===== src/rtl/chan_fifo.sv =====
// chan_fifo: DEPTH-entry ready/valid channel FIFO.
// Every output is a flop. The head word is kept in a dedicated output register
// so that odata never depends combinationally on any input.
module chan_fifo #(
   parameter int unsigned WIDTH = 8,
   parameter int unsigned DEPTH = 4,
   parameter int unsigned AFULL = DEPTH - 1
) (
   input  logic                         clock,
   input  logic                         reset,
   input  logic                         flush,
   input  logic [WIDTH-1:0]             idata,
   input  logic                         ivalid,
   output logic                         iready,
   output logic [WIDTH-1:0]             odata,
   output logic                         ovalid,
   input  logic                         oready,
   output logic [$clog2(DEPTH+1)-1:0]   count,
   output logic                         afull
);

   localparam int unsigned CW = $clog2(DEPTH + 1);
   localparam int unsigned AW = $clog2(DEPTH);

   // circular storage; the word at rptr is also mirrored on odata
   logic [WIDTH-1:0] mem [DEPTH];

   logic [AW-1:0]    wptr;
   logic [AW-1:0]    rptr;
   logic [AW-1:0]    wptr_n;
   logic [AW-1:0]    rptr_n;
   logic             push;
   logic             pop;
   logic             load_head;
   logic [CW-1:0]    count_n;
   logic [WIDTH-1:0] odata_n;

   // handshake decode, occupancy and next head word
   always_comb begin
      push      = ivalid && iready;
      pop       = ovalid && oready;
      count_n   = count + CW'(push) - CW'(pop);
      wptr_n    = push ? AW'(wptr + 1'b1) : wptr;
      rptr_n    = pop  ? AW'(rptr + 1'b1) : rptr;
      // head register reloads when the current head leaves or when it is empty
      load_head = pop || !ovalid;
      odata_n   = odata;
      if (load_head) begin
         // no older word remains at rptr_n: the incoming word becomes the head
         if (push && (wptr == rptr_n)) begin
            odata_n = idata;
         end else begin
            odata_n = mem[rptr_n];
         end
      end
   end

   // control state; reset dominates flush, both discard any push/pop
   always_ff @(posedge clock) begin
      if (reset || flush) begin
         wptr   <= '0;
         rptr   <= '0;
         count  <= '0;
         ovalid <= 1'b0;
         iready <= 1'b1;
         afull  <= 1'b0;
      end else begin
         wptr   <= wptr_n;
         rptr   <= rptr_n;
         count  <= count_n;
         ovalid <= (count_n != '0);
         iready <= (count_n < CW'(DEPTH));
         afull  <= (count_n >= CW'(AFULL));
         odata  <= odata_n;
      end
   end

   // storage write; array contents are never reset
   always_ff @(posedge clock) begin
      if (push && !reset && !flush) begin
         mem[wptr] <= idata;
      end
   end

endmodule

===== config.mk =====
export PLATFORM = sky130hd
export DESIGN_NAME = chan_fifo
export DESIGN_NICKNAME = d
export VERILOG_FILES = /design/src/rtl/chan_fifo.sv
export SDC_FILE = /design/constraint.sdc
export NUM_CORES = 1
export LEC_CHECK = 0
export ABC_AREA = 1
export CAP_MARGIN = 5
export CORE_AREA = 3 3 90 114
export DETAILED_ROUTE_END_ITERATION = 12
export DIE_AREA = 0 0 93 117
export GPL_ROUTABILITY_DRIVEN = 0
export PLACE_DENSITY = 0.39
export SLEW_MARGIN = 20
export SYNTH_ARGS = -nofsm -noshare
export SYNTH_HDL_FRONTEND = slang
export SYNTH_SLANG_ARGS = --single-unit

===== constraint.sdc =====
create_clock -name clock -period 6.2 [get_ports clock]
set_input_delay 1.24 -clock clock [delete_from_list [all_inputs] [get_ports clock]]
set_output_delay 1.24 -clock clock [all_outputs]
set_load 0.005 [all_outputs]

Yosys cells after proc, flatten, opt, wreduce, memory -nomap -nowiden
Memories as Yosys holds them, arrays and structs flattened. A register that Yosys moved wholly into a read port is not among the register bits.
Index checks and enable logic that the tools add are counted.
{"block": "op_classes", "addsub": 4, "n_lt_le_gt_ge": 2, "muxes": 3, "bitwise_logic": 1, "n_reduce_logical": 11}
{"operator": "$add A2 B1 Y2 const B", "n": 2}
{"operator": "$logic_and A1 B1 Y1", "n": 4}
{"operator": "$add A3 B1 Y3", "n": 1}
{"operator": "$ge A3 B2 Y1 const B", "n": 1}
{"operator": "$logic_not A1 Y1", "n": 3}
{"operator": "$lt A3 B3 Y1 const B", "n": 1}
{"operator": "$reduce_bool A3 Y1", "n": 1}
{"operator": "$sub A3 B1 Y3", "n": 1}
{"operator": "$logic_or A1 B1 Y1", "n": 2}
{"operator": "$mux W1", "n": 2}
{"operator": "$mux W2", "n": 1}
{"operator": "$reduce_and A2 Y1", "n": 1}
{"operator": "$not A1 Y1", "n": 1}
{"block": "totals", "register_bits": 10, "ram_bits": 32, "input_bits": 13, "out_inout_bits": 14, "elab_cells": 28, "n_memories": 1}
{"name": "mem", "words": 4, "word_bits": 8, "rd": 1, "rd_clocked_by_memory_dff": 1, "wr": 1, "line_no": "26", "rtl": "logic [WIDTH-1:0] mem [DEPTH];"}

Longest topological paths before layout
Gate-level depths: netlist (run 1).
{"block": "depth", "ltp_word": 5, "mapped_depth": 12, "mapped_depth_nobuf": 12}

Worst setup path before layout (run 1)
Ideal clock, no wire load.
{"block": "synth_path", "path_type": "input port to flip-flop", "from": "input port ivalid", "to": "register afull", "setup_ps": 112, "arrival_ps": 2697, "required_ps": 6088, "slack_ps": 3391, "cell_stages": 11, "n_path_buf": 0, "path_cell_list": "nand2_1 -> ha_1 -> inv_1 -> ha_1 -> inv_1 -> fa_1 -> xnor2_1 -> xor2_1 -> nor2_1 -> inv_1 -> nand2_1"}
{"block": "synth_between", "elab_chain_cells": 4}
{"item": "from (decl)", "line_no": "13", "rtl": "input logic ivalid,"}
{"item": "$logic_and A1 B1 Y1", "line_no": "40", "rtl": "push = ivalid && iready;"}
{"item": "$add A3 B1 Y3", "line_no": "42", "rtl": "count_n = count + CW'(push) - CW'(pop);"}
{"item": "$sub A3 B1 Y3", "line_no": "42"}
{"item": "$ge A3 B2 Y1", "line_no": "73", "rtl": "afull <= (count_n >= CW'(AFULL));"}
{"item": "to (signal assigned)", "line_no": "73"}
{"item": "to (decl)", "line_no": "19", "rtl": "output logic afull"}
No other way between the ends.
A chain may end at the register's enable or synchronous reset.

Worst setup path after layout (run 1)
{"block": "layout_path", "from": "input port oready", "to": "register afull"}
{"block": "layout_between", "elab_chain_cells": 3}
{"item": "from (decl)", "line_no": "17", "rtl": "input logic oready,"}
{"item": "$logic_and A1 B1 Y1", "line_no": "41", "rtl": "pop = ovalid && oready;"}
{"item": "$sub A3 B1 Y3", "line_no": "42"}
{"item": "$ge A3 B2 Y1", "line_no": "73"}
No other way between the ends.

==> impl_metrics.py, run 1 <==
metrics = {
    "yosys": {
        "seq_area_frac_synth_pct": 60.8,
        "syn_area_mm2": 0.00230,
        "syn_nets": 235,
        "synth_top_area_share_pct": 52.1,
        "ys_seq_elements": 50,
        "synthTopCellsByArea": "edfxtp_1 (52%), nand2_1 (10%), dfxtp_1 (8.7%)",
        "synthCells": 215,
        "yosysTopAreaCell": "edfxtp_1",
        "avgSynthCellArea_um2": 10.7,
        "synth.distinct_cells": 20,
        "yosys_warnings": 0,
    },
    "die": {
        "die_width_um": 93,
        "die_h_um": 117,
        "num_io_pins": 27,
        "core_area_mm2": 0.00917,
        "start_util_pct": 25.1,
        "rows": 39,
        "die-area_mm2": 0.0109,
    },
    "drt": {
        "drt_iter0_drc": 95,
        "drc": 0,
        "via_per_inst": 4.14,
        "ant_nets": 0,
        "vias": 1522,
        "firstDrtPassIters": 5,
        "routed-wl-met3_um": 168,
        "avgRoutedWirePerCell_um": 13.8,
        "wl_met2_mm": 2.46,
        "routed_wl_mm": 5.09,
        "m1WireLength_mm": 2.38,
        "maxUsedRoutingLayer": "met4",
    },
    "critical_path": {
        "cp_num_buf_inv": 5,
        "slowest_stage": "clkdlybuf4s50_1",
        "r2r_cells": 12,
        "critPathKind": "in2reg",
        "r2r-start": "ovalid",
        "crit_top_cell": "inv_1",
        "crit_fanout": 3,
        "critPathArrivalTime_ns": 3.34,
        "path_cells": "clkdlybuf4s50_1, nand2_2, inv_1, ha_1, inv_1, ha_1, inv_1, fa_1, xnor2_1, xor2_1, nor2_1, inv_1, nand2_1",
        "cp_top_family": "buffers and inverters",
        "max_stage_delay_ns": 0.53,
        "worst_setup_path_end_kind": "flip-flop",
        "r2r-end": "afull",
        "reg2reg_slack_ns": 4.11,
        "worstPathRequired_ns": 6.39,
        "startpoint_type": "input port",
    },
    "power": {
        "p_per_area_mw_per_mm2": 268,
        "irDropWorstVdd_mv": 0.109,
        "finalPower_mw": 0.762,
        "leakagePower_nw": 1.13,
    },
    "global_route": {
        "grt_max_degree": 21,
        "grt_pass1_wl_mm": 8.00,
        "grt_pass1_vias": 1476,
        "grt_usage_pct": 9.95,
        "grt_overflow": 0,
        "antenna_found_initial": 0,
    },
    "place": {
        "port_buffers": 26,
        "dp_cells": 360,
        "dp_hpwl_mm": 3.33,
        "placedInstanceArea_mm2": 0.00268,
        "pre_cts_ws_ns": 2.73,
    },
    "clock_network": {
        "clk_latency_ns": 0.29,
        "cts.sinks": 50,
        "ctsHoldBuffers": 0,
        "root_buffer": "clkbuf_16",
        "cts_resized": 0,
        "clk_path_buf_depth": 2,
        "post-cts-setup-buffer-count": 0,
        "h-tree-depth": 2,
        "clk_pin_slew_worst_paths_ns": 0.07,
        "tritoncts": "built",
        "cts_inserted_buffers": 5,
    },
    "timing": {
        "fmax_mhz": 317,
        "worst_clock_skew_ns": 0.00313,
        "slew_headroom_pct": 35.6,
        "holdWs_ns": 0.607,
        "tightest_slew_ns": 0.962,
        "tns_ns": 0,
        "maxSlewViolCount": 0,
        "fin_crit_ns": 3.15,
        "hold_violations": 0,
        "setup-violations-final": 0,
        "timing.final.crit_share_pct": 50.9,
        "rsz0062_at_grt": "no",
        "layout_setup_ws_ns": 3.05,
    },
    "min_path": {
        "hold_path_depth": 2,
        "hp-class": "reg2reg",
        "whs_endpoint": "wptr[1]",
        "holdCritStartpoint": "iready",
    },
    "final_layout": {
        "design_area_mm2": 0.00285,
        "area_delta_synth_final_pct": 23.6,
        "layoutNonFillerInstCount": 368,
        "layout-drive-gt1-share_pct": 9.80,
        "fin_util_pct": 31.0,
        "antenna_cells": 0,
        "nNetsFinal": 264,
    },
    "outcome": {
        "status": "complete, no violations",
    },
    "flow_run": {
        "drv_cap": 0,
    },
}
==> area by class of cell <==
type,instances,area [um2]
flip-flops and latches,50,1400
repair buffers,26,260
clock buffers,6,129
fillers,966,6330
clock inverters,2,37.5
multi-input cells,136,771
well taps,123,154
inverters,25,93.8
==> synth_stat cells, drive strengths merged <==
cell    count
nand2      71
edfxtp     40
nand3      29
inv        25
nor2       13
dfxtp      10
nand3b      8
ha          6
a21oi       4
buf         4
o21ai       2
fa          1
xnor2       1
xor2        1
==> worst max path at each step <==
stage	startpoint	end	slack, ns	depth (start not counted)
2_1_floorplan	ivalid	afull	3.39	11
3_3_place_gp	ivalid	afull	2.77	12
3_5_place_dp	oready	afull	2.73	13
4_1_cts	oready	afull	3.03	13
5_1_grt	oready	afull	2.87	13
6_report	oready	afull	3.05	13
==> registers in the layout, indices dropped and copies added (netlist names) <==
name,flops
count,3
odata,8
rptr,2
ovalid,1
afull,1
iready,1
mem,32
wptr,2
==> cell families after synthesis <==
family                   count (synthesis)  synth area share (%)
AO/OA/AOI/OAI                            6                  1.30
XOR/XNOR                                 2                 0.761
adder cells (fa/ha/maj)                  7                  4.13
buffers and inverters                   29                  5.87
flip-flops                              50                  60.8
AND/OR/NAND/NOR                        121                  27.1
==> cells in the final DEF, fill, tap and decap left out <==
cell type	netlist	routed
a21oi_2	0	1
ha_1	6	6
inv_1	24	24
nand3_1	24	24
o21ai_0	2	2
nand3_2	5	5
xor2_1	1	1
nor2_8	1	1
xnor2_1	1	1
nor2_1	12	12
nand3b_1	8	8
nand2_1	62	62
inv_2	1	1
a21oi_1	4	3
edfxtp_1	40	40
bufinv_16	0	1
clkbuf_16	0	5
nand2_4	8	8
fa_1	1	1
dfxtp_1	10	10
nand2_2	1	1
clkdlybuf4s50_1	0	26
clkbuf_1	0	1
clkinvlp_4	0	1
==> report_power, final <==
| group | leakage (nW) | switching [mW] | internal (mW) |
|---|---|---|---|
| clock | 0.0771 | 0.120 | 0.191 |
| combinational | 0.603 | 0.0423 | 0.0320 |
| sequential | 0.445 | 0.00445 | 0.373 |
==> layer usage <==
metal	GRT usage (%)	vias up
met4	3.23	0
met5	0	-
li1	-	764
met2	16.5	28
met1	13.0	725
met3	2.24	5
==> tightest hold or removal path: stages, from the launching register on <==
cell and delay (ns):
dfxtp_1 0.33, nand2_1 0.15, a21oi_1 0.08
Note: power is estimated with default switching activity, not from simulation.
==> inputs of run 2 (changes only) <==
clock period = 3.2 ns   (was 6.2 ns; I/O delays follow)
==> impl_metrics.py, run 2 (same netlist as run 1, synthesis figures left out) <==
metrics = {
    "outcome": {
        "status": "complete, no violations",
    },
    "place": {
        "port_buffers": 26,
        "pre_cts_ws_ns": 0.343,
        "dp_hpwl_mm": 3.58,
    },
    "clock_network": {
        "cts_inserted_buffers": 5,
        "clk_latency_ns": 0.29,
        "root_buffer": "clkbuf_16",
        "cts_resized": 0,
        "cts.sinks": 50,
        "tritoncts": "built",
        "h-tree-depth": 2,
        "post-cts-setup-buffer-count": 0,
        "clk_path_buf_depth": 2,
        "clk_pin_slew_worst_paths_ns": 0.06,
        "ctsHoldBuffers": 0,
    },
    "die": {
        "die_width_um": 93,
        "die_h_um": 117,
        "die-area_mm2": 0.0109,
        "core_area_mm2": 0.00917,
        "start_util_pct": 25.1,
        "rows": 39,
        "num_io_pins": 27,
    },
    "timing": {
        "fmax_mhz": 395,
        "timing.final.crit_share_pct": 79.1,
        "layout_setup_ws_ns": 0.669,
        "setup-violations-final": 0,
        "tns_ns": 0,
        "fin_crit_ns": 2.53,
        "slew_headroom_pct": 78.8,
        "hold_violations": 0,
        "tightest_slew_ns": 0.317,
        "rsz0062_at_grt": "no",
        "maxSlewViolCount": 0,
        "worst_clock_skew_ns": 0.00799,
    },
    "critical_path": {
        "r2r-start": "iready",
        "startpoint": "oready",
        "worst_setup_path_end_kind": "flip-flop",
        "crit_fanout": 3,
        "max_stage_delay_ns": 0.53,
        "critPathKind": "in2reg",
        "critPathArrivalTime_ns": 2.71,
        "worstPathRequired_ns": 3.38,
        "slowest_stage": "clkdlybuf4s50_1",
        "startpoint_type": "input port",
        "path_cells": "clkdlybuf4s50_1, nand2_2, inv_1, ha_1, inv_1, ha_1, inv_1, fa_1, xnor2_1, xor2_1, nor2_1, inv_1, nand2_1",
        "cp_num_buf_inv": 5,
        "crit_top_cell": "inv_1",
        "cp_top_family": "buffers and inverters",
    },
    "min_path": {
        "hp-class": "reg2reg",
        "holdCritStartpoint": "iready",
    },
    "final_layout": {
        "layout_commonest_cell": "nand2_1",
        "n_fill_cell": 992,
        "largest_reg_flops": 32,
        "nNetsFinal": 271,
        "multi_input_area_um2": 767,
        "layout-drive-gt1-share_pct": 12.3,
        "area_delta_synth_final_pct": 25.8,
        "seq_area_mm2": 0.00140,
        "largest-register": "mem",
        "antenna_cells": 0,
        "reg_top3": "mem: 32 flops, odata: 8 flops, count: 3 flops",
        "final_cell_mix": "nand2_1 (62), edfxtp_1 (40), clkdlybuf4s50_1 (26)",
    },
    "drt": {
        "ant_nets": 0,
        "routed-wl-met3_um": 118,
        "maxUsedRoutingLayer": "met4",
        "vias": 1521,
        "firstDrtPassIters": 5,
        "via_per_inst": 4.06,
        "routed_wl_mm": 5.14,
        "drc": 0,
        "wl_met2_mm": 2.52,
        "drt_iter0_drc": 77,
        "avgRoutedWirePerCell_um": 13.7,
        "m1WireLength_mm": 2.42,
    },
    "global_route": {
        "grt_overflow": 0,
        "grt_pass1_wl_mm": 8.01,
        "antenna_found_initial": 0,
        "grt_usage_pct": 9.96,
        "grt_max_degree": 19,
        "grt_pass1_vias": 1461,
    },
    "power": {
        "p_per_area_mw_per_mm2": 512,
        "irDropWorstVdd_mv": 0.235,
        "leakagePower_nw": 1.17,
    },
    "flow_run": {
        "drv_cap": 0,
    },
}
## run 2: cell types whose count changed in the layout (fill, tap and decap cells not counted)
| cell | change |
|---|---|
| a21oi_1 | +1 |
| inv_6 | +1 |
| a21oi_2 | -1 |
| clkbuf_1 | -1 |
| clkinv_2 | +1 |
| buf_4 | +7 |
| clkinvlp_4 | -1 |
## run 2: final timing paths
kind         slack [ns]       to  cells past startpoint
min reg2reg        0.60  wptr[0]                      2
max                0.67    afull                     13
max reg2reg        1.14    afull                     11
min                0.60  wptr[0]                      2
## run 2: worst reg2reg max path: cells and delay by family, from the launching register on
| family | cells | cell delay [ns] |
|---|---|---|
| flip-flops | 1 | 0.37 |
| XOR/XNOR | 2 | 0.37 |
| adder cells (fa/ha/maj) | 3 | 0.80 |
| buffers and inverters | 3 | 0.16 |
| AND/OR/NAND/NOR | 3 | 0.25 |
## run 2: where the power goes
group          internal, mW  switching (mW)  leakage, nW
Combinational        0.0645          0.0828        0.640
Sequential            0.721         0.00831        0.445
Clock                 0.370           0.235       0.0842
Total                  1.16           0.326         1.17
## run 2: cell type report
| class | count | share of cell area (%) |
|---|---|---|
| clock inverters | 3 | 1.51 |
| clock buffers | 5 | 4.32 |
| inverters | 25 | 3.24 |
| well taps | 123 | 5.31 |
| flip-flops and latches | 50 | 48.4 |
| repair buffers | 33 | 10.8 |
| multi-input cells | 136 | 26.5 |
## run 2: per-layer routing
| layer | vias up | GRT usage [%] |
|---|---|---|
| met5 | - | 0 |
| met2 | 21 | 16.6 |
| met4 | 0 | 4.11 |
| met3 | 5 | 2.11 |
| li1 | 780 | - |
| met1 | 715 | 12.6 |
## run 2: stage by stage
| step | instance area [um2] | std cells | utilization, % | power (mW) | hold slack (ns) |
|---|---|---|---|---|---|
| 2_1_floorplan | 2300 | 215 | - | 0.827 | 0.550 |
| 3_3_place_gp | 2730 | 367 | 29.7 | 0.896 | 0.603 |
| 3_5_place_dp | 2730 | 367 | 29.7 | 0.895 | 0.592 |
| 4_1_cts | 2900 | 375 | 31.6 | 1.50 | 0.605 |
| 5_1_grt | 2900 | 375 | 31.6 | 1.55 | 0.648 |
| 6_report | 2900 | 375 | 31.6 | 1.48 | 0.595 |
==> inputs of run 3 (changes only) <==
clock period = 2.6 ns   (was 3.2 ns; I/O delays follow)
==> impl_metrics.py, run 3 (same netlist as run 1, synthesis figures left out) <==
metrics = {
    "outcome": {
        "status": "complete, no violations",
    },
    "final_layout": {
        "seq_area_mm2": 0.00140,
        "n_fill_cell": 965,
        "area_delta_synth_final_pct": 28.4,
        "design_area_mm2": 0.00296,
        "largest_reg_flops": 32,
        "antenna_cells": 0,
        "final_cell_mix": "nand2_1 (62), edfxtp_1 (40), clkdlybuf4s50_1 (26)",
        "multi_input_area_um2": 767,
        "layoutNonFillerInstCount": 382,
        "layout-drive-gt1-share_pct": 13.9,
        "largest-register": "mem",
        "layout_commonest_cell": "nand2_1",
        "nNetsFinal": 278,
        "reg_top3": "mem: 32 flops, odata: 8 flops, count: 3 flops",
    },
    "clock_network": {
        "post-cts-setup-buffer-count": 0,
        "clk_latency_ns": 0.28,
        "cts.sinks": 50,
        "cts_inserted_buffers": 5,
        "clk_path_buf_depth": 2,
        "root_buffer": "clkbuf_16",
        "tritoncts": "built",
        "cts_resized": 0,
        "h-tree-depth": 2,
        "clk_pin_slew_worst_paths_ns": 0.06,
        "ctsHoldBuffers": 0,
    },
    "critical_path": {
        "crit_fanout": 2,
        "setup.worst_path.end": "afull",
        "worstPathRequired_ns": 2.78,
        "reg2reg_slack_ns": 0.56,
        "cp_num_buf_inv": 4,
        "startpoint_type": "input port",
        "startpoint": "ivalid",
        "worst_setup_path_end_kind": "flip-flop",
        "r2r_cells": 12,
        "path_cells": "clkdlybuf4s50_1, nand2_1, ha_1, inv_1, ha_1, inv_1, fa_1, xnor2_1, xor2_1, nor2_1, inv_1, nand2_1",
        "cp.depth": 12,
        "critPathKind": "in2reg",
        "slowest_stage": "clkdlybuf4s50_1",
        "max_stage_delay_ns": 0.47,
        "r2r-end": "afull",
        "crit_top_cell": "inv_1",
        "r2r-start": "ovalid",
        "cp_top_family": "adder cells",
        "critPathArrivalTime_ns": 2.53,
    },
    "global_route": {
        "antenna_found_initial": 0,
        "grt_pass1_vias": 1588,
        "grt_max_degree": 17,
        "grt_pass1_wl_mm": 8.36,
        "grt_usage_pct": 10.2,
        "grt_overflow": 0,
    },
    "place": {
        "port_buffers": 26,
        "dp_cells": 374,
        "pre_cts_ws_ns": -0.0761,
        "placedInstanceArea_mm2": 0.00279,
        "dp_hpwl_mm": 3.67,
    },
    "flow_run": {
        "drv_cap": 0,
    },
    "power": {
        "power.switching_mw": 0.388,
        "power_frac_comb_pct": 10.7,
        "clkPwrFrac_pct": 39.9,
        "seqPwrFrac_pct": 49.3,
        "p_int_mw": 1.43,
        "p_per_area_mw_per_mm2": 616,
        "finalPower_mw": 1.82,
        "leakagePower_nw": 1.20,
        "irDropWorstVdd_mv": 0.285,
        "swShare_pct": 21.3,
    },
    "timing": {
        "tightest_slew_ns": 0.280,
        "fmax_mhz": 426,
        "timing.final.crit_share_pct": 90.3,
        "hold_violations": 0,
        "rsz0062_at_grt": "no",
        "holdWs_ns": 0.630,
        "worst_clock_skew_ns": 0.00473,
        "maxSlewViolCount": 0,
        "layout_setup_ws_ns": 0.253,
        "fin_crit_ns": 2.35,
        "setup-violations-final": 0,
        "slew_headroom_pct": 81.3,
    },
    "die": {
        "die_width_um": 93,
        "die_h_um": 117,
        "rows": 39,
        "die-area_mm2": 0.0109,
        "num_io_pins": 27,
        "core_area_mm2": 0.00917,
        "start_util_pct": 25.1,
    },
    "drt": {
        "firstDrtPassIters": 4,
        "drc": 0,
        "via_per_inst": 4.08,
        "routed_wl_mm": 5.27,
        "vias": 1559,
        "drt_iter0_drc": 64,
        "ant_nets": 0,
        "avgRoutedWirePerCell_um": 13.8,
    },
    "min_path": {
        "hp-class": "reg2reg",
    },
}
run 3: cell count changes in the layout (fill, tap and decap cells not counted), sizes merged:
cell    change
buf         +7
clkbuf      +2
inv         -1
clkinv      -1
run 3: power groups by stage:
| stage | Combinational, mW | Clock, mW | Sequential [mW] |
|---|---|---|---|
| 2_1_floorplan | 0.101 | 0 | 0.917 |
| 3_3_place_gp | 0.199 | 0 | 0.917 |
| 3_5_place_dp | 0.199 | 0 | 0.917 |
| 4_1_cts | 0.200 | 0.752 | 0.899 |
| 5_1_grt | 0.222 | 0.790 | 0.900 |
| 6_report | 0.196 | 0.728 | 0.899 |
run 3: cell type report:
cell class,instances,share of cell area (%)
Tap cell,123,5.21
Timing Repair Buffer,40,12.8
Multi-Input combinational cell,136,25.9
Inverter,25,3.17
Clock buffer,7,4.49
Clock inverter,1,1.02
Sequential cell,50,47.4
run 3: per-stage QoR:
step                setup TNS (ns)  utilization, %
CTS                              0            32.2
finish                           0            32.2
global route                     0            32.2
global placement           -0.0480            30.5
detailed placement         -0.0763            30.5
floorplan                        0               -
run 3: worst min-delay path by stage:
stage | cells after the start | from | end
after floorplan | 2 | wptr[1] | wptr[1]
after global placement | 2 | wptr[1] | wptr[1]
after detailed placement | 2 | wptr[1] | wptr[1]
after CTS | 2 | wptr[1] | wptr[1]
after global routing | 2 | wptr[1] | wptr[1]
final | 2 | wptr[1] | wptr[1]
run 3: layer usage:
metal  track usage (%)  up-vias  share of wire (%)
met5                 0        -                  0
met4              3.52        0                1.5
met1              12.6      740                 47
li1                  -      791                  -
met2              17.9       23                 49
met3              1.98        5                2.2
run 3: worst reg2reg max path, cell delays in order (launching register included):
cell,delay (ns)
dfxtp_1,0.41
nand2_2,0.08
inv_1,0.06
ha_1,0.22
inv_1,0.05
ha_1,0.13
inv_1,0.05
fa_1,0.37
xnor2_1,0.18
xor2_1,0.20
nor2_1,0.07
inv_1,0.07
nand2_1,0.05
